### src/rtl/sna_pkg.sv
// sna_pkg: shared constants, FSM state type and index-width helper for serial_nibble_adder.
`default_nettype none

package sna_pkg;

  localparam int NIB_W = 4;

  typedef enum logic [1:0] {
    IDLE = 2'd0,
    RUN  = 2'd1,
    DONE = 2'd2
  } state_e;

  // Nibble index width; at least one bit so a single-nibble adder still has a counter.
  function automatic int nib_idx_w(input int width);
    int n;
    int w;
    n = width / NIB_W;
    w = 1;
    while ((1 << w) < n) begin
      w = w + 1;
    end
    return w;
  endfunction

endpackage

`default_nettype wire

### src/rtl/nibble_add4.sv
// nibble_add4: combinational 4-bit ripple-carry slice built from full-adder equations.
`default_nettype none

module nibble_add4
  import sna_pkg::*;
(
  input  logic [NIB_W-1:0] a4,
  input  logic [NIB_W-1:0] b4,
  input  logic             ci,
  output logic [NIB_W-1:0] s4,
  output logic             co
);

  logic [NIB_W:0] c;

  assign c[0] = ci;

  for (genvar i = 0; i < NIB_W; i++) begin : g_bit
    assign s4[i]   = a4[i] ^ b4[i] ^ c[i];
    assign c[i+1]  = (a4[i] & b4[i]) | (c[i] & (a4[i] ^ b4[i]));
  end

  assign co = c[NIB_W];

endmodule

`default_nettype wire

### src/rtl/serial_nibble_adder.sv
// serial_nibble_adder: WIDTH-bit adder computed one nibble per clock through a single slice.
// Optional signed-overflow output enabled by defining SNA_OVERFLOW_EN.
`default_nettype none

module serial_nibble_adder
  import sna_pkg::*;
#(
  parameter int WIDTH = 16
) (
  input  logic             clk,
  input  logic             rst_n,
  input  logic             start,
  input  logic [WIDTH-1:0] a,
  input  logic [WIDTH-1:0] b,
  input  logic             cin,
  output logic             busy,
  output logic             done,
  output logic [WIDTH-1:0] sum,
`ifdef SNA_OVERFLOW_EN
  output logic             ovf,
`endif
  output logic             cout
);

  localparam int                N        = WIDTH / NIB_W;
  localparam int                IDX_W    = nib_idx_w(WIDTH);
  localparam logic [IDX_W-1:0]  LAST_IDX = IDX_W'(N - 1);

  state_e             state_q, state_d;
  logic [WIDTH-1:0]   a_q, a_d;
  logic [WIDTH-1:0]   b_q, b_d;
  logic [WIDTH-1:0]   sum_q, sum_d;
  logic [IDX_W-1:0]   idx_q, idx_d;
  logic               carry_q, carry_d;
  logic               busy_q, busy_d;
  logic               done_q, done_d;
  logic               cout_q, cout_d;
`ifdef SNA_OVERFLOW_EN
  logic               ovf_q, ovf_d;
`endif

  logic [NIB_W-1:0]   a_nib, b_nib, s_nib;
  logic               co_nib;

  assign a_nib = a_q[idx_q*NIB_W +: NIB_W];
  assign b_nib = b_q[idx_q*NIB_W +: NIB_W];

  nibble_add4 u_slice (
    .a4 (a_nib),
    .b4 (b_nib),
    .ci (carry_q),
    .s4 (s_nib),
    .co (co_nib)
  );

  always_comb begin
    state_d = state_q;
    a_d     = a_q;
    b_d     = b_q;
    sum_d   = sum_q;
    idx_d   = idx_q;
    carry_d = carry_q;
    busy_d  = busy_q;
    done_d  = 1'b0;
    cout_d  = cout_q;
`ifdef SNA_OVERFLOW_EN
    ovf_d   = ovf_q;
`endif
    case (state_q)
      IDLE: begin
        if (start) begin
          a_d     = a;
          b_d     = b;
          carry_d = cin;
          idx_d   = '0;
          sum_d   = '0;
          cout_d  = 1'b0;
`ifdef SNA_OVERFLOW_EN
          ovf_d   = 1'b0;
`endif
          busy_d  = 1'b1;
          state_d = RUN;
        end
      end
      RUN: begin
        sum_d[idx_q*NIB_W +: NIB_W] = s_nib;
        carry_d = co_nib;
        idx_d   = idx_q + 1'b1;
        if (idx_q == LAST_IDX) begin
          state_d = DONE;
          done_d  = 1'b1;
          cout_d  = co_nib;
`ifdef SNA_OVERFLOW_EN
          // Carry into the MSB is recovered from the MSB sum bit of the last slice.
          ovf_d   = co_nib ^ (a_nib[NIB_W-1] ^ b_nib[NIB_W-1] ^ s_nib[NIB_W-1]);
`endif
        end
      end
      DONE: begin
        busy_d  = 1'b0;
        state_d = IDLE;
      end
      default: begin
        busy_d  = 1'b0;
        state_d = IDLE;
      end
    endcase
  end

  always_ff @(posedge clk) begin
    if (!rst_n) begin
      state_q <= IDLE;
      a_q     <= '0;
      b_q     <= '0;
      sum_q   <= '0;
      idx_q   <= '0;
      carry_q <= 1'b0;
      busy_q  <= 1'b0;
      done_q  <= 1'b0;
      cout_q  <= 1'b0;
`ifdef SNA_OVERFLOW_EN
      ovf_q   <= 1'b0;
`endif
    end else begin
      state_q <= state_d;
      a_q     <= a_d;
      b_q     <= b_d;
      sum_q   <= sum_d;
      idx_q   <= idx_d;
      carry_q <= carry_d;
      busy_q  <= busy_d;
      done_q  <= done_d;
      cout_q  <= cout_d;
`ifdef SNA_OVERFLOW_EN
      ovf_q   <= ovf_d;
`endif
    end
  end

  assign busy = busy_q;
  assign done = done_q;
  assign sum  = sum_q;
  assign cout = cout_q;
`ifdef SNA_OVERFLOW_EN
  assign ovf  = ovf_q;
`endif

endmodule

`default_nettype wire
### config.mk
export PLATFORM = sky130hd
export DESIGN_NAME = serial_nibble_adder
export DESIGN_NICKNAME = d
export VERILOG_FILES = /design/src/rtl/sna_pkg.sv /design/src/rtl/nibble_add4.sv /design/src/rtl/serial_nibble_adder.sv
export SDC_FILE = /design/constraint.sdc
export NUM_CORES = 1
export LEC_CHECK = 0
export BUFFER_PORTS_ARGS = -buffer_cell sky130_fd_sc_hd__buf_2
export CELL_PAD_IN_SITES_DETAIL_PLACEMENT = 0
export CELL_PAD_IN_SITES_GLOBAL_PLACEMENT = 2
export CORE_AREA = 3 3 92 94
export DETAILED_ROUTE_END_ITERATION = 10
export DIE_AREA = 0 0 95 97
export HOLD_SLACK_MARGIN = 0.08
export PLACE_DENSITY = 0.87
export SYNTH_ARGS = -nofsm -noshare
export SYNTH_HDL_FRONTEND = slang
export SYNTH_HIERARCHICAL = 1
export SYNTH_SLANG_ARGS = --single-unit
export TNS_END_PERCENT = 1
### constraint.sdc
create_clock -name clk -period 3.35 [get_ports clk]
set_input_delay 0.1675 -clock clk [delete_from_list [all_inputs] [get_ports clk]]
set_output_delay 0.1675 -clock clk [all_outputs]
set_load 0.005 [all_outputs]
==> flow_metrics.py, run 1 <==
metrics = {
    "logic_synthesis": {
        "synth-warning-count": 6,
        "synth_edf_count": 0,
        "ys_types": 34,
        "yosys-top-cells-area": "dfxtp_1 46%, nand2_1 11%, mux4_2 7.4%",
        "syn-instance-count": 259,
        "synth.top_cell.area_share_pct": 45.7,
        "avgSynthCellArea_um2": 9.46,
        "ys_ff_latch": 56,
        "syn-num-nets": 305,
        "yosys_most_used_dff": "dfxtp_1",
        "netlist.top_cell.by_area": "dfxtp_1",
        "ys_seq_area_share_pct": 45.7,
        "synthArstFlopShare_pct": 0,
        "syn_area_um2": 2450,
    },
    "worst_setup_path": {
        "r2r_setup_slack_ns": 0.40,
        "worstSetupStartpointType": "flip-flop",
        "worstPathRequired_ns": 3.60,
        "critical-path-max-stage-delay_ns": 0.57,
        "path_delay_family": "adder cells",
        "worstReg2RegStart": "idx_q[0]",
        "worstPathCellList": "mux4_2 -> fa_1 -> inv_1 -> fa_1 -> inv_1 -> fa_1 -> inv_1 -> fa_1 -> inv_1 -> a32o_1",
        "critPathMaxFanout": 6,
        "critPathKind": "reg -> reg",
        "worstReg2RegEnd": "sum[15]",
        "worstSetupEndpointType": "flip-flop",
        "crit_path_top_delay_cell": "mux4_2",
        "reg2regPathDepth": 10,
        "cp_num_buf_inv": 4,
        "cp.arrival_ns": 3.20,
    },
    "cells_and_area": {
        "syn_to_final_growth_pct": 19.4,
        "diodes": 0,
        "fin_area_um2": 2930,
        "final_nets": 356,
        "drive_above_1_share_pct": 25.2,
    },
    "global_routing": {
        "gr-total-overflow": 0,
        "grt_max_degree": 37,
        "grt_usage_pct": 12.3,
        "grt_pass1_wl_um": 9160,
        "grt_antenna_before_repair": 0,
        "first_global_vias": 1957,
    },
    "min_path": {
        "hold_depth": 3,
        "hold_start": "b[14]",
        "whs_endpoint": "b_q[14]",
        "min_path_type": "in -> reg",
    },
    "detailed_routing": {
        "firstDrtPassIters": 4,
        "wl_per_cell_um": 13.5,
        "drc_errors": 0,
        "viasPerCell": 4.83,
        "drt_iter0_markers": 62,
        "vias": 1992,
        "drt_wl_total_um": 5560,
        "postRouteAntennaNets": 0,
    },
    "floorplanning": {
        "die-width_um": 95,
        "coreArea_um2": 7730,
        "start_util_pct": 31.7,
        "die_area_um2": 9220,
        "die_height_um": 97,
        "ios": 55,
        "num_rows": 32,
    },
    "clock_network": {
        "cts_num_sinks": 56,
        "clk_latency_ns": 0.30,
        "cts_max_level": 2,
        "cts_buffers": 5,
        "cts_tree": "done",
        "cts_setup_buffers": 0,
        "clkTransAtPathRegs_ns": 0.10,
        "cts_root_buf": "clkbuf_8",
        "clockBufferDepth": 2,
        "post_cts_resized": 0,
    },
    "sta": {
        "holdWs_ns": 0.0946,
        "maxSlewViolCount": 0,
        "rsz0062_at_grt": "no",
        "worst_pin_slew_ns": 1.03,
        "maxSlewHeadroom_pct": 31.4,
        "finalSetupViolations": 0,
        "fin_crit_sh_pct": 88.2,
        "max_freq_ghz": 0.338,
        "finalHoldViolations": 0,
        "worst_clock_skew_ns": 0.00612,
        "tns_ns": 0,
        "fin_crit_ns": 2.95,
    },
    "place": {
        "gp_congestion": 0.777,
        "dp_hpwl_um": 4110,
        "placed_cell_area_um2": 2790,
        "port-buffer-count": 54,
    },
    "power": {
        "p_leak_nw": 1.22,
        "total_power_w": 0.00138,
        "ir_drop_mv": 0.155,
        "p_per_area_nw_per_um2": 473,
    },
    "status": {
        "status": "finished, final reports clean",
    },
    "job": {
        "drv_cap": 0,
    },
}
==> power breakdown <==
part	internal [W]	total [W]	switching, W
clock	0.000294	0.000500	0.000206
combinational	0.0000718	0.000170	0.0000983
sequential	0.000693	0.000714	0.0000203
total	0.00106	0.00138	0.000324
==> Yosys cell counts (all sizes together), types with 3 or more instances <==
cell type / number
nor2: 3
dfxtp: 56
clkbuf: 4
mux4: 8
ha: 6
inv: 17
nand2: 72
a21o: 4
a32o: 16
a21oi: 33
buf: 12
fa: 4
==> final cells by class <==
type                       count  area, um2
clock buffer                   5       68.8
clock inverter                 2       60.1
fill                         816       4800
inverter                      18       67.6
multi-input combinational    169       1160
sequential                    56       1120
tap                          102        128
timing repair buffer          60        318
==> worst reg2reg max path: cells and delay by family (launching register included) <==
kind                     cells  cell delay (ns)
AO/OA/AOI/OAI                1             0.14
adder cells (fa/ha/maj)      4             1.35
buffers and inverters        4             0.35
flip-flops                   1             0.51
multiplexers                 1             0.57
==> repair_timing <==
| action | 4_1_cts | 5_1_grt |
|---|---|---|
| hold buffers | 0 | 1 |
| endpoints found under the setup margin | 0 | 0 |
| hold endpoints to repair | 0 | 1 |
==> state kept, by name (all words and copies together) (netlist names) <==
| signal | flops |
|---|---|
| a_q | 16 |
| b_q | 16 |
| sum | 16 |
| idx_q | 2 |
| state_q | 2 |
| busy | 1 |
| carry_q | 1 |
| cout | 1 |
| done | 1 |
==> stage by stage <==
stage,std cells,util [%],worst slack [ns]
after floorplan,259,-,0.386
final,412,37.9,0.395
after detailed placement,404,36.1,0.390
after CTS,411,37.7,0.375
after global routing,412,37.9,0.181
after global placement,404,36.1,0.458
==> metal layers <==
layer | vias to the layer above | part of all wire (%) | track usage [%]
met5 | - | 0 | 0
met4 | 0 | 0.49 | 2.66
met3 | 4 | 5.8 | 3.50
met2 | 58 | 44 | 18.4
met1 | 944 | 50 | 17.6
li1 | 986 | - | -
==> worst max path at each step <==
stage / end / depth (start not counted) / slack [ns] / startpoint
6_report: sum[15] / 10 / 0.40 / idx_q[0]
5_1_grt: sum[11] / 10 / 0.18 / idx_q[0]
4_1_cts: sum[7] / 10 / 0.37 / idx_q[0]
3_5_place_dp: sum[7] / 10 / 0.39 / idx_q[0]
3_3_place_gp: sum[7] / 10 / 0.46 / idx_q[0]
2_1_floorplan: sum[11] / 11 / 0.39 / idx_q[0]
==> placed cells by master, fill, tap and decap left out, drive strengths merged, types with 2 or more instances in the layout <==
master,n
fa,4
a21oi,33
a21o,4
inv,17
a32o,16
ha,6
nor4,2
nand2b,2
nor2,3
nor3,2
and3,2
nand3b,2
clkbuf,5
mux4,8
bufinv,2
buf,59
nand2,72
dfxtp,56
==> kinds of logic after synthesis <==
kind of cell,share of synthesized area [%]
AND/OR/NAND/NOR,16.8
AO/OA/AOI/OAI,16.3
flip-flops,45.7
buffers and inverters,7.04
adder cells (fa/ha/maj),6.33
multiplexers,7.76
No activity file was read; power rests on OpenSTA's default activity.
==> run 2: changes to the inputs <==
--- a/config.mk
+++ b/config.mk
@@ -8,11 +8,12 @@
 export BUFFER_PORTS_ARGS = -buffer_cell sky130_fd_sc_hd__buf_2
 export CELL_PAD_IN_SITES_DETAIL_PLACEMENT = 0
 export CELL_PAD_IN_SITES_GLOBAL_PLACEMENT = 2
-export CORE_AREA = 3 3 92 94
+export CORE_AREA = 3 3 96 98
 export DETAILED_ROUTE_END_ITERATION = 10
-export DIE_AREA = 0 0 95 97
+export DIE_AREA = 0 0 99 101
 export HOLD_SLACK_MARGIN = 0.08
-export PLACE_DENSITY = 0.87
+export PLACE_DENSITY = 0.85
+export SKIP_CTS_REPAIR_TIMING = 1
 export SYNTH_ARGS = -nofsm -noshare
 export SYNTH_HDL_FRONTEND = slang
 export SYNTH_HIERARCHICAL = 1
==> constraint.sdc (replaced) <==
create_clock -name clk -period 2.57 [get_ports clk]
set_input_delay 0.1285 -clock clk [delete_from_list [all_inputs] [get_ports clk]]
set_output_delay 0.1285 -clock clk [all_outputs]
set_load 0.005 [all_outputs]
==> run 2 against run 1 <==
  * The flow now finishes with violations (setup timing)
  * Maximum frequency rose by 13%
  * Worst hold slack lost 0.036 ns
  * Non-clock buffer count is 15 higher
  * Power increased by 23%
  * Clock power up 4.8%
  * Largest cell class unchanged
==> flow_metrics.py, run 2 (synthesized netlist as in run 1, its figures left out) <==
metrics = {
    "sta": {
        "finalSetupViolations": 4,
        "finalHoldViolations": 0,
        "fin_crit_sh_pct": 102,
        "worst_slack_ns": -0.0560,
        "maxSlewViolCount": 0,
        "rsz0062_at_grt": "yes",
        "worst_pin_slew_ns": 0.702,
        "maxSlewHeadroom_pct": 53.2,
        "max_freq_ghz": 0.381,
        "fin_crit_ns": 2.63,
        "holdWs_ns": 0.0584,
        "worst_clock_skew_ns": 0.00803,
    },
    "cells_and_area": {
        "fillCellCount": 902,
        "final_common_cell": "nand2_1",
        "diodes": 0,
        "most-common-layout-cells": "72 x nand2_1, 55 x dfxtp_1, 54 x buf_2",
        "finalNonFillerCells": 434,
        "drive_above_1_share_pct": 28.2,
        "syn_to_final_growth_pct": 25.7,
        "final_nets": 371,
    },
    "place": {
        "preCtsSetupSlack_ns": -0.0388,
        "port-buffer-count": 54,
        "dp.cells": 413,
        "gp_congestion": 0.770,
        "dp_hpwl_um": 4330,
    },
    "worst_setup_path": {
        "critPathMaxFanout": 4,
        "worstPathRequired_ns": 2.82,
        "worstSetupStartpointType": "flip-flop",
        "worstSetupEndpointType": "flip-flop",
        "cp.arrival_ns": 2.88,
        "critPathKind": "reg -> reg",
    },
    "clock_network": {
        "cts_root_buf": "clkbuf_8",
        "cts_max_level": 2,
        "cts_buffers": 5,
        "clkTransAtPathRegs_ns": 0.10,
        "cts_tree": "done",
        "clk_latency_ns": 0.30,
        "cts_num_sinks": 56,
        "clockBufferDepth": 2,
    },
    "global_routing": {
        "grt_max_degree": 35,
        "grt_usage_pct": 12.2,
        "first_global_vias": 1971,
        "grt_pass1_wl_um": 9700,
        "grt_antenna_before_repair": 0,
        "gr-total-overflow": 0,
    },
    "power": {
        "p_seq_share_pct": 54.5,
        "comb_power_share_pct": 14.8,
        "p_leak_nw": 1.27,
        "p_per_area_nw_per_um2": 553,
        "p_int_w": 0.00127,
        "ir_drop_mv": 0.237,
        "swShare_pct": 25.5,
        "clockPowerShare_pct": 30.7,
        "netSwitchingPower_w": 0.000435,
    },
    "floorplanning": {
        "coreArea_um2": 8550,
        "start_util_pct": 28.7,
        "die_area_um2": 10000,
        "die_height_um": 101,
        "num_rows": 34,
        "ios": 55,
        "die-width_um": 99,
    },
    "detailed_routing": {
        "firstDrtPassIters": 4,
        "drt_iter0_markers": 70,
        "vias": 2002,
        "postRouteAntennaNets": 0,
        "drc_errors": 0,
        "viasPerCell": 4.61,
        "drt_wl_total_um": 5840,
        "wl_per_cell_um": 13.4,
    },
    "job": {
        "drv_cap": 0,
    },
    "min_path": {
        "min_path_type": "in -> reg",
    },
    "status": {
        "status": "complete, but fails checks",
        "failed_checks": "setup timing",
    },
}
## run 2: cell count changes in the layout (fill, tap and decap cells not counted), sizes merged
cell and delta:
clkinv +1, clkbuf +2, dlygate4sd3 +12, buf +3, bufinv -2
## run 2: worst max-delay path, cell delays in order (launching register included)
cell and delay (ns):
dfxtp_4 0.38, mux4_2 0.52, fa_2 0.37, inv_2 0.06, fa_2 0.17, inv_1 0.05
fa_2 0.33, inv_2 0.06, fa_1 0.41, inv_2 0.11, a32o_1 0.12
## run 2: stage by stage
step | power [W] | setup TNS (ns) | util, % | area, um2
3_5_place_dp | 0.00118 | -0.148 | 33.1 | 2830
4_1_cts | 0.00171 | -0.304 | 34.3 | 2930
6_report | 0.00170 | -0.214 | 36.0 | 3080
2_1_floorplan | 0.00110 | -0.572 | - | 2470
5_1_grt | 0.00180 | -0.648 | 36.0 | 3080
3_3_place_gp | 0.00118 | -0.0992 | 33.1 | 2830
## run 2: per-layer routing
metal	routed length, um	global-route usage (%)	up-vias
met5	0	0	-
met1	2620	15.5	935
met2	2830	20.4	47
met4	80	3.78	0
met3	314	2.84	5
li1	-	-	1015
## run 2: power by group through the flow
stage | logic (W) | registers [W] | clock network [W]
6_report | 0.000252 | 0.000928 | 0.000524
5_1_grt | 0.000286 | 0.000934 | 0.000575
4_1_cts | 0.000235 | 0.000929 | 0.000543
3_5_place_dp | 0.000234 | 0.000950 | 0
3_3_place_gp | 0.000231 | 0.000949 | 0
2_1_floorplan | 0.000160 | 0.000941 | 0
## run 2: cell type report
class                           instances  area (um2)  share of cell area [%]
Multi-Input combinational cell        169        1190                    38.7
Sequential cell                        56        1120                    36.5
Timing Repair Buffer                   75         460                    14.9
Tap cell                              108         135                    4.38
Clock buffer                            7        97.6                    3.17
Inverter                               18        67.6                    2.19
Clock inverter                          1        5.00                   0.162
## run 2: worst paths after layout
check | from | to | cells after the start | slack [ns]
setup / recovery | idx_q[0] | sum[11] | 10 | -0.06
hold / removal | b[5] | b_q[5] | 3 | 0.06
setup reg to reg | idx_q[0] | sum[11] | 10 | -0.06
hold reg to reg | a_q[14] | a_q[14] | 2 | 0.45
